--- config.mk ---
export PLATFORM = sky130hd
export DESIGN_NAME = kaipokrandt_fsm_dispatch_flat
export DESIGN_NICKNAME = d
export VERILOG_FILES = /design/src/rtl/kaipokrandt_fsm_dispatch_pkg.sv /design/src/rtl/kaipokrandt_fsm_dispatch_if.sv /design/src/rtl/kaipokrandt_fsm_dispatch_instr_decode.sv /design/src/rtl/kaipokrandt_fsm_dispatch.sv /design/src/flat_wrapper.sv
export SDC_FILE = /design/constraint.sdc
export NUM_CORES = 1
export LEC_CHECK = 0
export ABC_CLOCK_PERIOD_IN_PS = 3750
export CORE_MARGIN = 4
export CORE_UTILIZATION = 50
export CTS_CLUSTER_SIZE = 12
export DETAILED_ROUTE_END_ITERATION = 10
export HOLD_SLACK_MARGIN = 0.08
export PLACE_DENSITY = 0.85
export SYNTH_ARGS = -nofsm -noshare
export SYNTH_HDL_FRONTEND = slang
export SYNTH_HIERARCHICAL = 1
export SYNTH_SLANG_ARGS = --single-unit
--- constraint.sdc ---
create_clock -name clk -period 3.75 [get_ports clk]
set_input_delay 0.75 -clock clk [delete_from_list [all_inputs] [get_ports clk]]
set_output_delay 0.75 -clock clk [all_outputs]
set_load 0.005 [all_outputs]
--- src/rtl/kaipokrandt_fsm_dispatch_pkg.sv ---
// ISA definitions for the instruction dispatcher: class codes, field slices,
// decoded-class bundle and dispatcher state encoding.
package kaipokrandt_isa_pkg;

   localparam logic [3:0] CLS_NOP     = 4'h0;
   localparam logic [3:0] CLS_ALU_REG = 4'h1;
   localparam logic [3:0] CLS_ALU_IMM = 4'h2;
   localparam logic [3:0] CLS_LOAD    = 4'h3;
   localparam logic [3:0] CLS_STORE   = 4'h4;
   localparam logic [3:0] CLS_JMP     = 4'h5;
   localparam logic [3:0] CLS_HALT    = 4'hF;

   typedef enum logic [2:0] {
      ST_IDLE      = 3'd0,
      ST_FETCH     = 3'd1,
      ST_DECODE    = 3'd2,
      ST_DISPATCH  = 3'd3,
      ST_WAIT_DONE = 3'd4,
      ST_HALT      = 3'd5
   } state_e;

   typedef struct packed {
      logic nop;
      logic alu_reg;
      logic alu_imm;
      logic load;
      logic store;
      logic jmp;
      logic halt;
      logic illegal;
   } dec_t;

   function automatic logic [3:0] ir_cls(input logic [15:0] ir);
      return ir[15:12];
   endfunction

   function automatic logic [3:0] ir_op(input logic [15:0] ir);
      return ir[11:8];
   endfunction

   function automatic logic [3:0] ir_dst(input logic [15:0] ir);
      return ir[7:4];
   endfunction

   function automatic logic [3:0] ir_src(input logic [15:0] ir);
      return ir[3:0];
   endfunction

endpackage

--- src/rtl/kaipokrandt_fsm_dispatch_if.sv ---
// Dispatcher bus: instruction fetch port plus launch/decode/done lines to the
// execution units. master = dispatcher side, slave = memory/execution side.
interface kaipokrandt_fsm_dispatch_if #(
   parameter int AW = 8
);
   logic          mem_rd_req;
   logic [AW-1:0] mem_addr;
   logic          mem_rd_ack;
   logic [15:0]   mem_rdata;
   logic          start;
   logic          dec_alu_reg;
   logic          dec_alu_imm;
   logic          dec_mem;
   logic          mem_is_store;
   logic [3:0]    alu_op;
   logic [3:0]    dst_sel;
   logic [3:0]    src_sel;
   logic [2:0]    unit_done;

   modport master (
      output mem_rd_req, mem_addr, start, dec_alu_reg, dec_alu_imm, dec_mem,
             mem_is_store, alu_op, dst_sel, src_sel,
      input  mem_rd_ack, mem_rdata, unit_done
   );

   modport slave (
      input  mem_rd_req, mem_addr, start, dec_alu_reg, dec_alu_imm, dec_mem,
             mem_is_store, alu_op, dst_sel, src_sel,
      output mem_rd_ack, mem_rdata, unit_done
   );
endinterface

--- src/rtl/kaipokrandt_fsm_dispatch_instr_decode.sv ---
// Combinational instruction-class decoder: ir -> one-hot class + illegal flag.
import kaipokrandt_isa_pkg::*;

module kaipokrandt_instr_decode (
   input  logic [15:0] ir_i,
   output dec_t        dec_o
);
   always_comb begin
      dec_o = '0;
      case (ir_cls(ir_i))
         CLS_NOP:     dec_o.nop     = 1'b1;
         CLS_ALU_REG: dec_o.alu_reg = 1'b1;
         CLS_ALU_IMM: dec_o.alu_imm = 1'b1;
         CLS_LOAD:    dec_o.load    = 1'b1;
         CLS_STORE:   dec_o.store   = 1'b1;
         CLS_JMP:     dec_o.jmp     = 1'b1;
         CLS_HALT:    dec_o.halt    = 1'b1;
         default:     dec_o.illegal = 1'b1;
      endcase
   end
endmodule

--- src/rtl/kaipokrandt_fsm_dispatch.sv ---
// Instruction sequencer: fetch, decode, launch one execution unit, wait for its
// done (with timeout), advance pc. NOP/JMP/HALT are handled here.
//
//   state     | meaning
//   IDLE      | between instructions, waits for run
//   FETCH     | mem_rd_req held until mem_rd_ack, ir captured on ack
//   DECODE    | class decoded from ir, dec_* valid from here on
//   DISPATCH  | one-cycle start pulse, timeout counter cleared
//   WAIT_DONE | waits for selected unit's done bit or timeout
//   HALT      | terminal until reset (HALT class, illegal, timeout)
import kaipokrandt_isa_pkg::*;

module kaipokrandt_fsm_dispatch #(
   parameter int AW          = 8,
   parameter int TIMEOUT_CYC = 64
) (
   input  logic                          clk,
   input  logic                          reset,
   input  logic                          run,
   kaipokrandt_fsm_dispatch_if.master    bus,
   output logic [AW-1:0]                 pc,
   output logic                          busy,
   output logic                          halted,
   output logic                          err_illegal,
   output logic                          err_timeout
);
   localparam int CW = (TIMEOUT_CYC > 2) ? $clog2(TIMEOUT_CYC) : 1;
   localparam logic [CW-1:0] CNT_LAST = CW'(TIMEOUT_CYC - 1);

   state_e        state_q, state_d;
   logic [15:0]   ir_q, ir_d;
   logic [AW-1:0] pc_q, pc_d;
   logic [CW-1:0] cnt_q, cnt_d;
   logic          err_ill_q, err_ill_d;
   logic          err_to_q, err_to_d;

   dec_t dec;
   logic in_exec;
   logic sel_alu_reg, sel_alu_imm, sel_mem;
   logic sel_done;
   logic is_unit_cls;

   kaipokrandt_instr_decode u_decode (
      .ir_i  (ir_q),
      .dec_o (dec)
   );

   // dec_* lines stay valid from DECODE through WAIT_DONE and drop on return to IDLE
   assign in_exec     = (state_q == ST_DECODE) || (state_q == ST_DISPATCH) ||
                        (state_q == ST_WAIT_DONE);
   assign sel_alu_reg = in_exec & dec.alu_reg;
   assign sel_alu_imm = in_exec & dec.alu_imm;
   assign sel_mem     = in_exec & (dec.load | dec.store);
   assign is_unit_cls = dec.alu_reg | dec.alu_imm | dec.load | dec.store;
   assign sel_done    = (sel_alu_reg & bus.unit_done[0]) |
                        (sel_alu_imm & bus.unit_done[1]) |
                        (sel_mem     & bus.unit_done[2]);

   always_comb begin
      state_d   = state_q;
      ir_d      = ir_q;
      pc_d      = pc_q;
      cnt_d     = cnt_q;
      err_ill_d = err_ill_q;
      err_to_d  = err_to_q;
      case (state_q)
         ST_IDLE: begin
            if (run) state_d = ST_FETCH;
         end
         ST_FETCH: begin
            if (bus.mem_rd_ack) begin
               ir_d    = bus.mem_rdata;
               state_d = ST_DECODE;
            end
         end
         ST_DECODE: begin
            if (is_unit_cls) begin
               state_d = ST_DISPATCH;
            end else if (dec.nop) begin
               pc_d    = pc_q + AW'(1);
               state_d = ST_IDLE;
            end else if (dec.jmp) begin
               pc_d    = ir_q[AW-1:0];
               state_d = ST_IDLE;
            end else if (dec.halt) begin
               state_d = ST_HALT;
            end else begin
               err_ill_d = 1'b1;
               state_d   = ST_HALT;
            end
         end
         ST_DISPATCH: begin
            cnt_d   = '0;
            state_d = ST_WAIT_DONE;
         end
         ST_WAIT_DONE: begin
            // done on the limit cycle still completes normally
            if (sel_done) begin
               pc_d    = pc_q + AW'(1);
               state_d = ST_IDLE;
            end else if (cnt_q == CNT_LAST) begin
               err_to_d = 1'b1;
               state_d  = ST_HALT;
            end else begin
               cnt_d = cnt_q + CW'(1);
            end
         end
         ST_HALT: state_d = ST_HALT;
         default: state_d = ST_IDLE;
      endcase
   end

   always_ff @(posedge clk or negedge reset) begin
      if (!reset) begin
         state_q   <= ST_IDLE;
         ir_q      <= '0;
         pc_q      <= '0;
         cnt_q     <= '0;
         err_ill_q <= 1'b0;
         err_to_q  <= 1'b0;
      end else begin
         state_q   <= state_d;
         ir_q      <= ir_d;
         pc_q      <= pc_d;
         cnt_q     <= cnt_d;
         err_ill_q <= err_ill_d;
         err_to_q  <= err_to_d;
      end
   end

   assign bus.mem_rd_req   = (state_q == ST_FETCH);
   assign bus.mem_addr     = (state_q == ST_FETCH) ? pc_q : '0;
   assign bus.start        = (state_q == ST_DISPATCH);
   assign bus.dec_alu_reg  = sel_alu_reg;
   assign bus.dec_alu_imm  = sel_alu_imm;
   assign bus.dec_mem      = sel_mem;
   assign bus.mem_is_store = in_exec & dec.store;
   assign bus.alu_op       = (state_q == ST_HALT) ? 4'h0 : ir_op(ir_q);
   assign bus.dst_sel      = (state_q == ST_HALT) ? 4'h0 : ir_dst(ir_q);
   assign bus.src_sel      = (state_q == ST_HALT) ? 4'h0 : ir_src(ir_q);

   assign pc          = pc_q;
   assign busy        = (state_q != ST_IDLE) && (state_q != ST_HALT);
   assign halted      = (state_q == ST_HALT);
   assign err_illegal = err_ill_q;
   assign err_timeout = err_to_q;
endmodule

--- src/flat_wrapper.sv ---
// flat-port wrapper written by rule: the top's interface ports become plain ports
module kaipokrandt_fsm_dispatch_flat 
#(
   parameter int AW          = 8,
   parameter int TIMEOUT_CYC = 64
)
  (clk, reset, run, pc, busy, halted, err_illegal, err_timeout, bus_mem_rd_req, bus_mem_addr, bus_start, bus_dec_alu_reg, bus_dec_alu_imm, bus_dec_mem, bus_mem_is_store, bus_alu_op, bus_dst_sel, bus_src_sel, bus_mem_rd_ack, bus_mem_rdata, bus_unit_done);
  kaipokrandt_fsm_dispatch_if #(.AW(AW)) bus_i ();
  input  logic clk;
  input  logic reset;
  input  logic run;
  output logic [AW-1:0] pc;
  output logic busy;
  output logic halted;
  output logic err_illegal;
  output logic err_timeout;
  output wire logic [$bits(bus_i.mem_rd_req)-1:0] bus_mem_rd_req;
  output wire logic [$bits(bus_i.mem_addr)-1:0] bus_mem_addr;
  output wire logic [$bits(bus_i.start)-1:0] bus_start;
  output wire logic [$bits(bus_i.dec_alu_reg)-1:0] bus_dec_alu_reg;
  output wire logic [$bits(bus_i.dec_alu_imm)-1:0] bus_dec_alu_imm;
  output wire logic [$bits(bus_i.dec_mem)-1:0] bus_dec_mem;
  output wire logic [$bits(bus_i.mem_is_store)-1:0] bus_mem_is_store;
  output wire logic [$bits(bus_i.alu_op)-1:0] bus_alu_op;
  output wire logic [$bits(bus_i.dst_sel)-1:0] bus_dst_sel;
  output wire logic [$bits(bus_i.src_sel)-1:0] bus_src_sel;
  input wire logic [$bits(bus_i.mem_rd_ack)-1:0] bus_mem_rd_ack;
  input wire logic [$bits(bus_i.mem_rdata)-1:0] bus_mem_rdata;
  input wire logic [$bits(bus_i.unit_done)-1:0] bus_unit_done;
  assign bus_mem_rd_req = bus_i.mem_rd_req;
  assign bus_mem_addr = bus_i.mem_addr;
  assign bus_start = bus_i.start;
  assign bus_dec_alu_reg = bus_i.dec_alu_reg;
  assign bus_dec_alu_imm = bus_i.dec_alu_imm;
  assign bus_dec_mem = bus_i.dec_mem;
  assign bus_mem_is_store = bus_i.mem_is_store;
  assign bus_alu_op = bus_i.alu_op;
  assign bus_dst_sel = bus_i.dst_sel;
  assign bus_src_sel = bus_i.src_sel;
  assign bus_i.mem_rd_ack = bus_mem_rd_ack;
  assign bus_i.mem_rdata = bus_mem_rdata;
  assign bus_i.unit_done = bus_unit_done;
  kaipokrandt_fsm_dispatch #(.AW(AW), .TIMEOUT_CYC(TIMEOUT_CYC)) u_core (.clk(clk), .reset(reset), .run(run), .bus(bus_i), .pc(pc), .busy(busy), .halted(halted), .err_illegal(err_illegal), .err_timeout(err_timeout));
endmodule
# == Word level (Yosys, flattened, before mapping) ==
# Cells that the tools add are included.
# word_totals
ff_bits,35
input_bits,23
out_inout_bits,38
# op_classes
addsub,2
n_eq_ne,21
n_mux,27
bitwise_logic,18
reduce_logical,14
# ops
operator,count
2-to-1 mux 8 bit,5
2-to-1 mux 3 bit,7
one-hot mux 3 bit (6 select lines),1
one-hot mux 8 bit (2 select lines),1
2-to-1 mux 4 bit,3
2-to-1 mux 6 bit,2
one-hot mux 6 bit (2 select lines),1
AND reduction 3 bit,3
adder 8 x 1 -> 8 bit (second input constant),1
equality test 4 x 2 -> 1 bit (second input constant),2
equality test 4 x 3 -> 1 bit (second input constant),2
inequality test 2 bit (second input constant),4
AND 1 bit,7
2-to-1 mux 1 bit,7
adder 6 x 1 -> 6 bit (second input constant),1
equality test 3 x 2 -> 1 bit (second input constant),2
equality test 3 bit (second input constant),2
equality test 6 bit (second input constant),1
bitwise OR 1 bit,6
inverter 1 bit,5
AND reduction 5 bit,1
equality test 4 x 1 -> 1 bit (second input constant),1
equality test 4 bit (second input constant),1
logical NOT 4 bit,1
other kinds (12),15

# == Depth between registers and ports, before layout ==
# depth
word_depth,9
ltp_mapped,7
mapped_depth_nobuf,6

# == By module ==
# The synthesis kept the hierarchy.
# by_module_without_submodules
mod,n_inst,cells_each,area_each_um2
kaipokrandt_fsm_dispatch,1,187,1934.4
kaipokrandt_instr_decode,1,12,72.6

# == Least setup slack after synthesis ==
# OpenSTA, ideal clock, no wires.
# synth_path
path_type,reg2reg
startpoint,reg u_core.ir_q[12]
endpoint,reg u_core.pc_q[0] (netlist: u_core/pc[0])
setup_time_ns,0.126
arrival_time_ns,2.006
required_ns,3.624
path_slack_ns,1.618
stages_incl_launch_ff,7
path_cell_list,dfrtp_1 nor4_1 nor2_1 and4b_1 buf_2 nor2_1 o311a_1
# synth_lines
item,line,rtl
from (decl),kaipokrandt_fsm_dispatch.sv:31,"logic [15:0] ir_q, ir_d;"
from (signal assigned),kaipokrandt_fsm_dispatch.sv:123,ir_q <= ir_d;
to (signal assigned),kaipokrandt_fsm_dispatch.sv:124,pc_q <= pc_d;
to (decl),kaipokrandt_fsm_dispatch.sv:32,"logic [AW-1:0] pc_q, pc_d;"

# == Worst setup path after layout ==
# layout_path
startpoint,reg u_core.state_q[1]
endpoint,out bus_mem_is_store
# layout_between
elab_chain_cells,4
# layout_rtl
item,line,rtl
from (decl),kaipokrandt_fsm_dispatch.sv:30,"state_e state_q, state_d;"
from (signal assigned),kaipokrandt_fsm_dispatch.sv:122,state_q <= state_d;
equality test 3 x 2 -> 1 bit,kaipokrandt_fsm_dispatch.sv:49,assign in_exec = (state_q == ST_DECODE) || (state_q == ST_DISPATCH) ||
logical OR 1 bit,kaipokrandt_fsm_dispatch.sv:49,
logical OR 1 bit (*),kaipokrandt_fsm_dispatch.sv:49,
AND 1 bit (*),kaipokrandt_fsm_dispatch.sv:137,assign bus.mem_is_store = in_exec & dec.store;
to (decl),flat_wrapper.sv:23,output wire logic [$bits(bus_i.mem_is_store)-1:0] bus_mem_is_store;
# Every way passes the cells marked *; elsewhere a longest branch is shown, timed or not.

==> metrics.txt <==
status finished clean; Post-CTS Hold Fix Bufs 0; Slew Limit Headroom between 50% and 60%; CTS Buffer Depth 2; CTS Sinks 35; Core ar. about 3800 um2; post-CTS resize count 0; Worst path max stage delay 0.53 ns; Worst Path Max Fanout 14; total CTS buffers 5; worst r2r path cells 5; VDD IR max around 0.23 mV; Final setup viols 0; clock root buffer clkbuf_8; area delta synth->final 37.9%; final instance area 2750 um2; Via Count ~1800; Fin. Hold Viols 0; cell row count 22; Max Clk Rate roughly 0.35 GHz; Tot Pwr about 0.75 mW; R2R setup slack 1.29 ns; Period minus WS final 2.87 ns; GRT Total Usage 17.8%; clock slew at reported path FFs 0.07 ns; drt initial violations 70; Power Density between 200 and 300 nW/um2; post-synth net total 222; HP Class register to register; combined area of the multi-input logic cells 1050 um2; share of layout cells above drive strength 1 between 10 and 15%; Post-Syn Area about 2000 um2; WL/cell between 10 and 15 um; Reg area roughly 880 um2; GP Congestion around 0.86; H-Tree Level Count 2; synth warn 6; CP required 3.00 ns; GR Overflow Total 0; LEAKAGE between 1 and 1.5 nW; reg2reg end u_core/pc[0]$_DFFE_PN0P_; post-CTS setup buffers 0; Detailed Route WL 4.43 mm; die area roughly 5000 um2; HPWL after DPL between 3 and 4 mm; CP startpoint kind register; fillers between 200 and 300; Clock Skew around 0.0079 ns; Min-Delay Path Depth 1; Worst-Skew Late Latency ~0.28 ns; initial cell density of the core around 53%; Die H around 71 um; syn avg cell area ~10 um2; ANT cells 0; worst-path cell chain nor3b_4 > a21oi_1 > nor2b_1 > clkdlybuf4s50_1; period utilization 76.5%; PortBufs 60; worst reg2reg path startpoint u_core/ir_q[15]$_DFFE_PN0P_; first-pass GRT wire length between 7 and 8 mm; Synth Instances just under 200; RSZ-0062 raised after global routing false; Worst-Margin Slew 0.721 ns; Crit. End Element primary output; critical path type register to primary output; dpl cell area between 2000 and 3000 um2; Die X slightly above 70 um; max-slew violation count 0; CP arrival 2.12 ns; CP max-delay cell dfrtp_1; Nets around 280; vias in the first global route approximately 1600; hold path start u_core/err_timeout$_DFFE_PN0P_; Setup TNS 0 ns; largest net degree at the start of global routing 36; Ports 61; Hold Path Sink u_core/err_timeout$_DFFE_PN0P_; drt drc 0; initial antenna violation count 0; Max-Cap Viols 0; drt first pass iters 4; Detail Route Antenna Nets 0; CTS tree built; Vias/cell approximately 5.7
## layer usage
layer  global-route usage (%)  up-vias  share of wire (%)
met1                     23.6      830                 45
met2                     27.3       63                 45
met4                     5.01        0               0.97
met3                     6.68        7                8.6
met5                        0        -                  0
li1                         -      853                  -
## critical path, delay by kind of cell, from the launching register on
kind | cells | cell delay (ns)
AOI/OAI and AO/OA | 1 | 0.16
buffers and inverters | 1 | 0.51
DFF | 1 | 0.53
and+or+nand+nor | 2 | 0.63
## registers in the layout, indices dropped and copies added, names as in the netlist
register and cells:
u_core/ir_q 16, u_core/pc 8, u_core/cnt_q 6, u_core/state_q 3, u_core/err_illegal 1, u_core/err_timeout 1
## cells in the final DEF (no fill, tap or decap), types with 6 or more instances in the layout
master           count
nor2_1              12
dfrtp_1             35
nor3_1               6
mux2_2              17
o21ai_0              7
clkbuf_8             6
and2_1              23
nand2_1              7
clkdlybuf4s50_1     60
inv_1                7
## where the power goes
group | switching [mW] | internal [mW] | leakage (nW)
logic | 0.00999 | 0.0206 | 0.706
clock network | 0.130 | 0.215 | 0.0612
registers | 0 | 0.377 | 0.464
## worst max path at each step
stage	startpoint	endpoint	slack, ns	cells after the start
2_1_floorplan	u_core/ir_q[12]$_DFFE_PN0P_	u_core/pc[0]$_DFFE_PN0P_	1.62	6
3_3_place_gp	u_core/state_q[1]$_DFFE_PN0P_	bus_mem_is_store	1.21	4
3_5_place_dp	u_core/state_q[1]$_DFFE_PN0P_	bus_mem_is_store	1.18	4
4_1_cts	u_core/state_q[1]$_DFFE_PN0P_	bus_mem_is_store	0.86	4
5_1_grt	u_core/state_q[1]$_DFFE_PN0P_	bus_mem_is_store	0.70	4
6_report	u_core/state_q[1]$_DFFE_PN0P_	bus_mem_is_store	0.88	4
## area by class of cell
type	instances	share of cell area [%]
inverter	7	0.955
multi-input combinational	146	38.1
clock buffer	6	3.00
timing repair buffer	63	22.6
clock inverter	2	1.27
tap	48	2.18
sequential	35	31.8
## stage by stage
step | hold slack [ns] | setup slack, ns | util, % | std cells
floorplan | 0.454 | 1.62 | - | 197
global placement | 0.454 | 1.21 | 69.9 | 299
detailed placement | 0.459 | 1.18 | 69.9 | 299
CTS | 0.476 | 0.863 | 73.0 | 307
global route | 0.504 | 0.704 | 73.0 | 307
finish | 0.474 | 0.879 | 73.0 | 307
Power figures use the tool's default switching activity.
